### src/rtl/aes_pkg.sv
// Shared definitions for the AES key-schedule block.
//   state_e            : expansion FSM states (IDLE, GEN, DONE)
//   KEYLEN_*           : encodings of the 2-bit keylen input
//   RCON_SEED/RCON_POLY: Rcon start value and GF(2^8) reduction constant
//   xtime()            : GF(2^8) multiply-by-x used to advance Rcon
//   keylen_nk()        : key length in 32-bit words for a keylen code
package aes_pkg;

    typedef enum logic [1:0] {
        ST_IDLE = 2'd0,
        ST_GEN  = 2'd1,
        ST_DONE = 2'd2
    } state_e;

    localparam logic [1:0] KEYLEN_128 = 2'b00;
    localparam logic [1:0] KEYLEN_192 = 2'b01;
    localparam logic [1:0] KEYLEN_256 = 2'b10;
    localparam logic [1:0] KEYLEN_BAD = 2'b11;

    localparam logic [7:0] RCON_SEED = 8'h01;
    localparam logic [7:0] RCON_POLY = 8'h1b;

    function automatic logic [7:0] xtime(input logic [7:0] b);
        return {b[6:0], 1'b0} ^ (b[7] ? RCON_POLY : 8'h00);
    endfunction

    // The illegal code maps to 8 as well; callers reject it separately.
    function automatic logic [3:0] keylen_nk(input logic [1:0] kl);
        case (kl)
            KEYLEN_128: return 4'd4;
            KEYLEN_192: return 4'd6;
            default:    return 4'd8;
        endcase
    endfunction

endpackage

### src/rtl/sbox.sv
// Combinational AES forward S-box, one byte.
//   in_byte  : input byte
//   out_byte : SubBytes(in_byte)
module sbox (
    input  logic [7:0] in_byte,
    output logic [7:0] out_byte
);

    // Entry 0 sits in the MSBs, so byte b occupies bits [8*(255-b)+7 -: 8].
    localparam logic [2047:0] SBOX_TABLE = {
        128'h637c777bf26b6fc53001672bfed7ab76,
        128'hca82c97dfa5947f0add4a2af9ca472c0,
        128'hb7fd9326363ff7cc34a5e5f171d83115,
        128'h04c723c31896059a071280e2eb27b275,
        128'h09832c1a1b6e5aa0523bd6b329e32f84,
        128'h53d100ed20fcb15b6acbbe394a4c58cf,
        128'hd0efaafb434d338545f9027f503c9fa8,
        128'h51a3408f929d38f5bcb6da2110fff3d2,
        128'hcd0c13ec5f974417c4a77e3d645d1973,
        128'h60814fdc222a908846eeb814de5e0bdb,
        128'he0323a0a4906245cc2d3ac629195e479,
        128'he7c8376d8dd54ea96c56f4ea657aae08,
        128'hba78252e1ca6b4c6e8dd741f4bbd8b8a,
        128'h703eb5664803f60e613557b986c11d9e,
        128'he1f8981169d98e949b1e87e9ce5528df,
        128'h8ca1890dbfe6426841992d0fb054bb16
    };

    // {~b, 3'b111} == 8*(255-b)+7
    assign out_byte = SBOX_TABLE[{~in_byte, 3'b111} -: 8];

endmodule

### src/rtl/aes_key_schedule.sv
// AES key expansion (FIPS-197 KeyExpansion) for 128/192/256-bit keys.
// One expanded word is produced per clock; the full schedule is kept in
// word storage and read out four words at a time by round index.
//   int_osc   : clock, rising edge
//   reset     : asynchronous, active-high
//   load      : start request, honoured only in IDLE
//   keylen    : 00=AES-128, 01=AES-192, 10=AES-256, 11=illegal
//   key       : cipher key, left-aligned (w[0] = key[255:224])
//   round     : round-key read index
//   rk        : {w[4r], w[4r+1], w[4r+2], w[4r+3]}, zero when round > Nr
//   busy      : expansion in progress
//   done      : one-cycle completion pulse
//   valid     : stored schedule is complete
//   err       : one-cycle pulse on a rejected load
//   state_dbg : current FSM state (state_e encoding)
//
// Handshake: load is a level sampled on each rising edge while IDLE; an
// accepted load starts the expansion and any load seen outside IDLE is
// dropped without side effects. done and err are single-cycle pulses and
// need no acknowledge.
module aes_key_schedule
    import aes_pkg::*;
#(
    parameter int MAX_NK = 8
) (
    input  logic         int_osc,
    input  logic         reset,
    input  logic         load,
    input  logic [1:0]   keylen,
    input  logic [255:0] key,
    input  logic [3:0]   round,
    output logic [127:0] rk,
    output logic         busy,
    output logic         done,
    output logic         valid,
    output logic         err,
    output logic [1:0]   state_dbg
);

    localparam int DEPTH = 4 * (MAX_NK + 7);
    localparam int AW    = $clog2(DEPTH);

    state_e          state_q, state_d;
    logic [AW-1:0]   i_q, i_d;        // next word index to write
    logic [3:0]      j_q, j_d;        // i mod Nk, tracked incrementally
    logic [3:0]      nk_q, nk_d;
    logic [7:0]      rcon_q, rcon_d;
    logic            valid_q, valid_d;
    logic            err_q, err_d;

    logic [31:0]     w_q [0:DEPTH-1];

    logic [3:0]      load_nk;
    logic            load_ok;
    logic            accept;
    logic            gen_we;
    logic [AW-1:0]   prev_idx, back_idx, last_idx, rd_base;
    logic [31:0]     prev_w, back_w, sbox_in, sub_w, temp_w, new_w;
    logic [3:0]      nr;

    assign load_nk = keylen_nk(keylen);
    assign load_ok = (keylen != KEYLEN_BAD) && (int'(load_nk) <= MAX_NK);
    assign accept  = (state_q == ST_IDLE) && load && load_ok;

    // Operands of the recurrence w[i] = w[i-Nk] ^ temp.
    assign prev_idx = i_q - AW'(1);
    assign back_idx = i_q - AW'(nk_q);
    assign prev_w   = w_q[prev_idx];
    assign back_w   = w_q[back_idx];

    // Last word index is 4*(Nk+7)-1 = 4*Nk+27.
    assign last_idx = AW'({nk_q, 2'b00}) + AW'(27);

    // One S-box row serves both SubWord cases; RotWord only applies when
    // i mod Nk == 0.
    assign sbox_in = (j_q == 4'd0) ? {prev_w[23:0], prev_w[31:24]} : prev_w;

    sbox u_sbox0 (.in_byte(sbox_in[31:24]), .out_byte(sub_w[31:24]));
    sbox u_sbox1 (.in_byte(sbox_in[23:16]), .out_byte(sub_w[23:16]));
    sbox u_sbox2 (.in_byte(sbox_in[15:8]),  .out_byte(sub_w[15:8]));
    sbox u_sbox3 (.in_byte(sbox_in[7:0]),   .out_byte(sub_w[7:0]));

    always_comb begin
        if (j_q == 4'd0) begin
            temp_w = sub_w ^ {rcon_q, 24'h0};
        end else if ((nk_q == 4'd8) && (j_q == 4'd4)) begin
            temp_w = sub_w;
        end else begin
            temp_w = prev_w;
        end
    end

    assign new_w = back_w ^ temp_w;

    always_comb begin
        state_d = state_q;
        i_d     = i_q;
        j_d     = j_q;
        nk_d    = nk_q;
        rcon_d  = rcon_q;
        valid_d = valid_q;
        err_d   = 1'b0;
        gen_we  = 1'b0;
        case (state_q)
            ST_IDLE: begin
                if (load) begin
                    if (load_ok) begin
                        state_d = ST_GEN;
                        i_d     = AW'(load_nk);
                        j_d     = 4'd0;
                        nk_d    = load_nk;
                        rcon_d  = RCON_SEED;
                        valid_d = 1'b0;
                    end else begin
                        err_d = 1'b1;
                    end
                end
            end
            ST_GEN: begin
                gen_we = 1'b1;
                i_d    = i_q + AW'(1);
                j_d    = (j_q == nk_q - 4'd1) ? 4'd0 : j_q + 4'd1;
                if (j_q == 4'd0) begin
                    rcon_d = xtime(rcon_q);
                end
                if (i_q == last_idx) begin
                    state_d = ST_DONE;
                    valid_d = 1'b1;
                end
            end
            ST_DONE: begin
                state_d = ST_IDLE;
            end
            default: begin
                state_d = ST_IDLE;
            end
        endcase
    end

    always_ff @(posedge int_osc or posedge reset) begin
        if (reset) begin
            state_q <= ST_IDLE;
            i_q     <= '0;
            j_q     <= 4'd0;
            nk_q    <= 4'd4;
            rcon_q  <= RCON_SEED;
            valid_q <= 1'b0;
            err_q   <= 1'b0;
        end else begin
            state_q <= state_d;
            i_q     <= i_d;
            j_q     <= j_d;
            nk_q    <= nk_d;
            rcon_q  <= rcon_d;
            valid_q <= valid_d;
            err_q   <= err_d;
        end
    end

    // Word storage is deliberately not reset; valid guards its contents.
    always_ff @(posedge int_osc) begin
        if (accept) begin
            w_q[0] <= key[255:224];
            w_q[1] <= key[223:192];
            w_q[2] <= key[191:160];
            w_q[3] <= key[159:128];
            if (load_nk > 4'd4) begin
                w_q[4] <= key[127:96];
                w_q[5] <= key[95:64];
            end
            if (load_nk > 4'd6) begin
                w_q[6] <= key[63:32];
                w_q[7] <= key[31:0];
            end
        end else if (gen_we) begin
            w_q[i_q] <= new_w;
        end
    end

    assign nr      = nk_q + 4'd6;
    assign rd_base = AW'({round, 2'b00});

    always_comb begin
        rk = 128'h0;
        if (round <= nr) begin
            rk = {w_q[rd_base], w_q[rd_base + AW'(1)],
                  w_q[rd_base + AW'(2)], w_q[rd_base + AW'(3)]};
        end
    end

    assign busy      = (state_q == ST_GEN);
    assign done      = (state_q == ST_DONE);
    assign valid     = valid_q;
    assign err       = err_q;
    assign state_dbg = state_q;

endmodule

### config.mk
export PLATFORM = sky130hd
export DESIGN_NAME = aes_key_schedule
export DESIGN_NICKNAME = d
export VERILOG_FILES = /design/src/rtl/aes_pkg.sv /design/src/rtl/sbox.sv /design/src/rtl/aes_key_schedule.sv
export SDC_FILE = /design/constraint.sdc
export NUM_CORES = 2
export LEC_CHECK = 0
export CAP_MARGIN = 0
export CORE_ASPECT_RATIO = 0.8
export CORE_MARGIN = 1
export CORE_UTILIZATION = 47
export CTS_BUF_LIST = sky130_fd_sc_hd__clkbuf_16
export DETAILED_ROUTE_END_ITERATION = 12
export PLACE_DENSITY_LB_ADDON = 0.25
export SYNTH_ARGS = -nofsm -noshare
export SYNTH_HDL_FRONTEND = slang
export SYNTH_SLANG_ARGS = --single-unit
### constraint.sdc
create_clock -name int_osc -period 22.8 [get_ports int_osc]
set_clock_uncertainty 0.15 [all_clocks]
set_input_delay 4.56 -clock int_osc [delete_from_list [all_inputs] [get_ports int_osc]]
set_output_delay 4.56 -clock int_osc [all_outputs]
set_load 0.005 [all_outputs]
==> impl_metrics.sql <==
INSERT INTO impl_metrics (metric_group, metric, value, unit) VALUES
('critical_path', 'reg2regPathDepth', '22', ''),
('global_route', 'overflow', '0', ''),
('critical_path', 'cp.required', '18.09', 'ns'),
('floorplanning', 'dieWidth', '593.5', 'um'),
('timing', 'slew-limit-headroom', '-0.05871', ''),
('drt', 'drt_drc_violations_left', '0', ''),
('synth', 'synth_nets', '8737', ''),
('timing', 'minimum_hold_slack', '0.3594', 'ns'),
('cts', 'cts_tree', 'built', ''),
('floorplanning', 'die-height', '475.2', 'um'),
('cts', 'cts.path.max_buffers', '4', ''),
('drt', 'postRouteWirelength', '608100', 'um'),
('placement', 'hpwl', '389000', 'um'),
('floorplanning', 'placementRows', '173', ''),
('critical_path', 'reg_to_reg_slack_setup', '11.47', 'ns'),
('synth', 'synth.ff_latch_count', '2073', ''),
('drt', 'vias_per_cell', '8.071', ''),
('timing', 'min_period_over_period', '0.6264', ''),
('cells_and_area', 'area_taken_by_flip_flops_and_latches', '0.06213', 'mm2'),
('status', 'violated_checks', 'max-capacitance violations, max-slew violations', ''),
('cells_and_area', 'final_cell_area', '0.1472', 'mm2'),
('min_path', 'worst_min_delay_path_startpoint', 'valid', ''),
('placement', 'placement.cell_area', '0.1397', 'mm2'),
('placement', 'port_buffers', '398', ''),
('floorplanning', 'placeableCoreArea', '0.2781', 'mm2'),
('critical_path', 'rr_startpoint', 'i_q[0]', ''),
('critical_path', 'regToRegEndpoint', 'w_q[38][21]', ''),
('global_route', 'globalRouteTotalUtil', '0.4257', ''),
('synth', 'ys.warnings.count', '0', ''),
('drt', 'drtAntennaViolNets', '0', ''),
('status', 'outcome', 'finished, violations left', ''),
('timing', 'worstMarginPinSlew', '1.584', 'ns'),
('timing', 'slew_violations', '24', ''),
('cts', 'worstSkewPairLatency', '0.93', 'ns'),
('timing', 'grt_setup_unrepaired', 'no', ''),
('cts', 'htreeDepth', '4', ''),
('synth', 'syn-instance-count', '8403', ''),
('cts', 'cts_buffers', '218', ''),
('drt', 'firstDrtPassIters', '7', ''),
('floorplanning', 'start_util', '0.4730', ''),
('cts', 'cts.clk_slew.worst_paths', '0.06', 'ns'),
('synth', 'syn-cell-area', '0.1316', 'mm2'),
('global_route', 'grt_antenna_before_repair', '35', ''),
('timing', 'finalSetupTns', '0', 'ns'),
('cells_and_area', 'number_of_inserted_filler_cells_in_the_final_layout', '22129', ''),
('synth', 'avgSynthCellArea', '15.66', 'um2'),
('cts', 'cts.repair.resized', '0', ''),
('cts', 'number_of_setup_buffers_added_after_cts', '0', ''),
('critical_path', 'worst_setup_path_end_kind', 'output port', ''),
('critical_path', 'cp-startpoint', 'round[0]', ''),
('synth', 'yosys.cell_types.count', '122', ''),
('cts', 'root_buffer_selected_by_cts', 'sky130_fd_sc_hd__clkbuf_16', ''),
('cts', 'cts_hold_repair.buffers', '0', ''),
('global_route', 'global_route_wire_length_before_repair', '823300', 'um'),
('critical_path', 'critical_path_peak_fanout', '105', ''),
('synth', 'synthArstFlopShare', '0.01206', ''),
('global_route', 'grt_pass1_vias', '94163', ''),
('min_path', 'whs_path_depth', '2', ''),
('synth', 'main_flop_type_after_synthesis', 'sky130_fd_sc_hd__edfxtp_1', ''),
('cells_and_area', 'final_cell_mix', 'sky130_fd_sc_hd__edfxtp_1 (2048), sky130_fd_sc_hd__mux4_2 (1807), sky130_fd_sc_hd__nand2_1 (533), sky130_fd_sc_hd__clkdlybuf4s50_1 (394), sky130_fd_sc_hd__buf_4 (361)', ''),
('cells_and_area', 'most_frequent_standard_cell_in_the_layout_excluding_fill_and_tap_cells', 'sky130_fd_sc_hd__edfxtp_1', ''),
('cts', 'clock_sink_count', '2073', ''),
('drt', 'detail_route.wl_per_cell', '48.92', 'um'),
('flow_run', 'max_cap_violations', '2', ''),
('timing', 'achievable-frequency', '0.07002', 'GHz'),
('critical_path', 'timing.setup.critical_path_class', 'in2out', ''),
('floorplanning', 'ios', '399', ''),
('min_path', 'min_to', 'valid', ''),
('synth', 'number_of_enable_flip_flop_cells_after_synthesis', '2048', ''),
('critical_path', 'critical_path_startpoint_category', 'input port', ''),
('min_path', 'hold_path.class', 'reg2reg', '');
## critical path: stages
cell and delay (ns):
sky130_fd_sc_hd__buf_8 0.48, sky130_fd_sc_hd__buf_4 0.76, sky130_fd_sc_hd__buf_12 0.61, sky130_fd_sc_hd__buf_12 0.59, sky130_fd_sc_hd__mux4_2 0.36, sky130_fd_sc_hd__nor2b_1 0.13, sky130_fd_sc_hd__a211oi_1 0.07, sky130_fd_sc_hd__a311oi_1 0.83
sky130_fd_sc_hd__buf_4 0.26, sky130_fd_sc_hd__clkdlybuf4s50_1 0.51
## cell type report
cell class	instances	area share
Multi-Input combinational cell	5396	0.4467
Sequential cell	2073	0.4221
Timing Repair Buffer	770	0.04700
Clock buffer	219	0.03723
Tap cell	3675	0.03124
Clock inverter	174	0.01284
Inverter	92	0.002372
Antenna cell	33	0.0005610
## cell families after synthesis
family | share of synthesized area
muxes | 0.3482
DFF | 0.4722
and+or+nand+nor | 0.05495
buffers and inverters | 0.03619
AOI/OAI and AO/OA | 0.07566
xor gates and xnor gates | 0.006125
adders and majority gates | 0.006620
## how the worst max path moves through the flow
stage / endpoint / slack, ns / depth (start not counted)
after floorplan: rk[30] / 10.88 / 7
after global placement: rk[114] / 8.55 / 10
after detailed placement: rk[88] / 8.56 / 8
after CTS: rk[88] / 8.52 / 8
after global routing: rk[88] / 8.17 / 8
final: rk[114] / 8.52 / 10
## Yosys cell counts (all sizes together) (11+ instances only)
library cell  instances  share of area
inv                  91         0.0026
mux4               1807           0.31
or3                  17        0.00081
a21oi               270          0.011
and3                 37         0.0018
o2111ai              31         0.0021
clkbuf              367          0.010
o32ai                16         0.0011
a221o                11        0.00084
a32oi                14        0.00093
mux2i               321          0.025
xnor2                43         0.0041
o21ai               324          0.012
o211ai               81         0.0047
o221ai               68         0.0045
buf                 475          0.023
nand3b               11        0.00063
a2111oi              14         0.0013
nor3                 95         0.0038
o21a                 13        0.00074
a31oi                77         0.0037
mux2                167          0.014
edfxtp             2048           0.47
a21boi               13        0.00074
nand3               152         0.0058
a311oi               46         0.0031
a211o                19         0.0013
dfrtp                23         0.0044
o311ai               50         0.0033
and2                 26         0.0013
nand4                79         0.0038
a211oi              127         0.0075
nor2                334         0.0097
ha                   68         0.0065
nand2               553          0.016
a22oi                23         0.0014
a221oi               25         0.0018
a21o                 26         0.0015
nor4                 25         0.0014
o22ai                34         0.0017
xor2                 25         0.0021
nor2b               145         0.0069
nand2b               19        0.00090
o31ai                36         0.0021
## flip-flops by register name, indices dropped and copies added, names as in the netlist
| signal | count |
|---|---|
| state_dbg | 2 |
| nk_q | 3 |
| valid | 1 |
| rcon_q | 8 |
| j_q | 4 |
| err | 1 |
| i_q | 6 |
| w_q | 2048 |
## layer usage
metal | vias to the layer above | part of all wire | track usage
met5 | - | 0.00073 | 0.007059
met4 | 28 | 0.079 | 0.2750
met3 | 1904 | 0.18 | 0.1993
met2 | 10948 | 0.40 | 0.5613
met1 | 51289 | 0.35 | 0.5608
li1 | 36166 | - | -
## stage by stage
step	util	cells	setup slack, ns
2_1_floorplan	-	8403	10.88
3_3_place_gp	0.5024	12005	8.550
3_5_place_dp	0.5024	12005	8.562
4_1_cts	0.5289	12398	8.524
5_1_grt	0.5290	12411	8.169
6_report	0.5292	12432	8.519
Power is left out: the tool's default activity adds up to more than one toggle a clock period on the data nets, which glitch-free logic cannot reach.
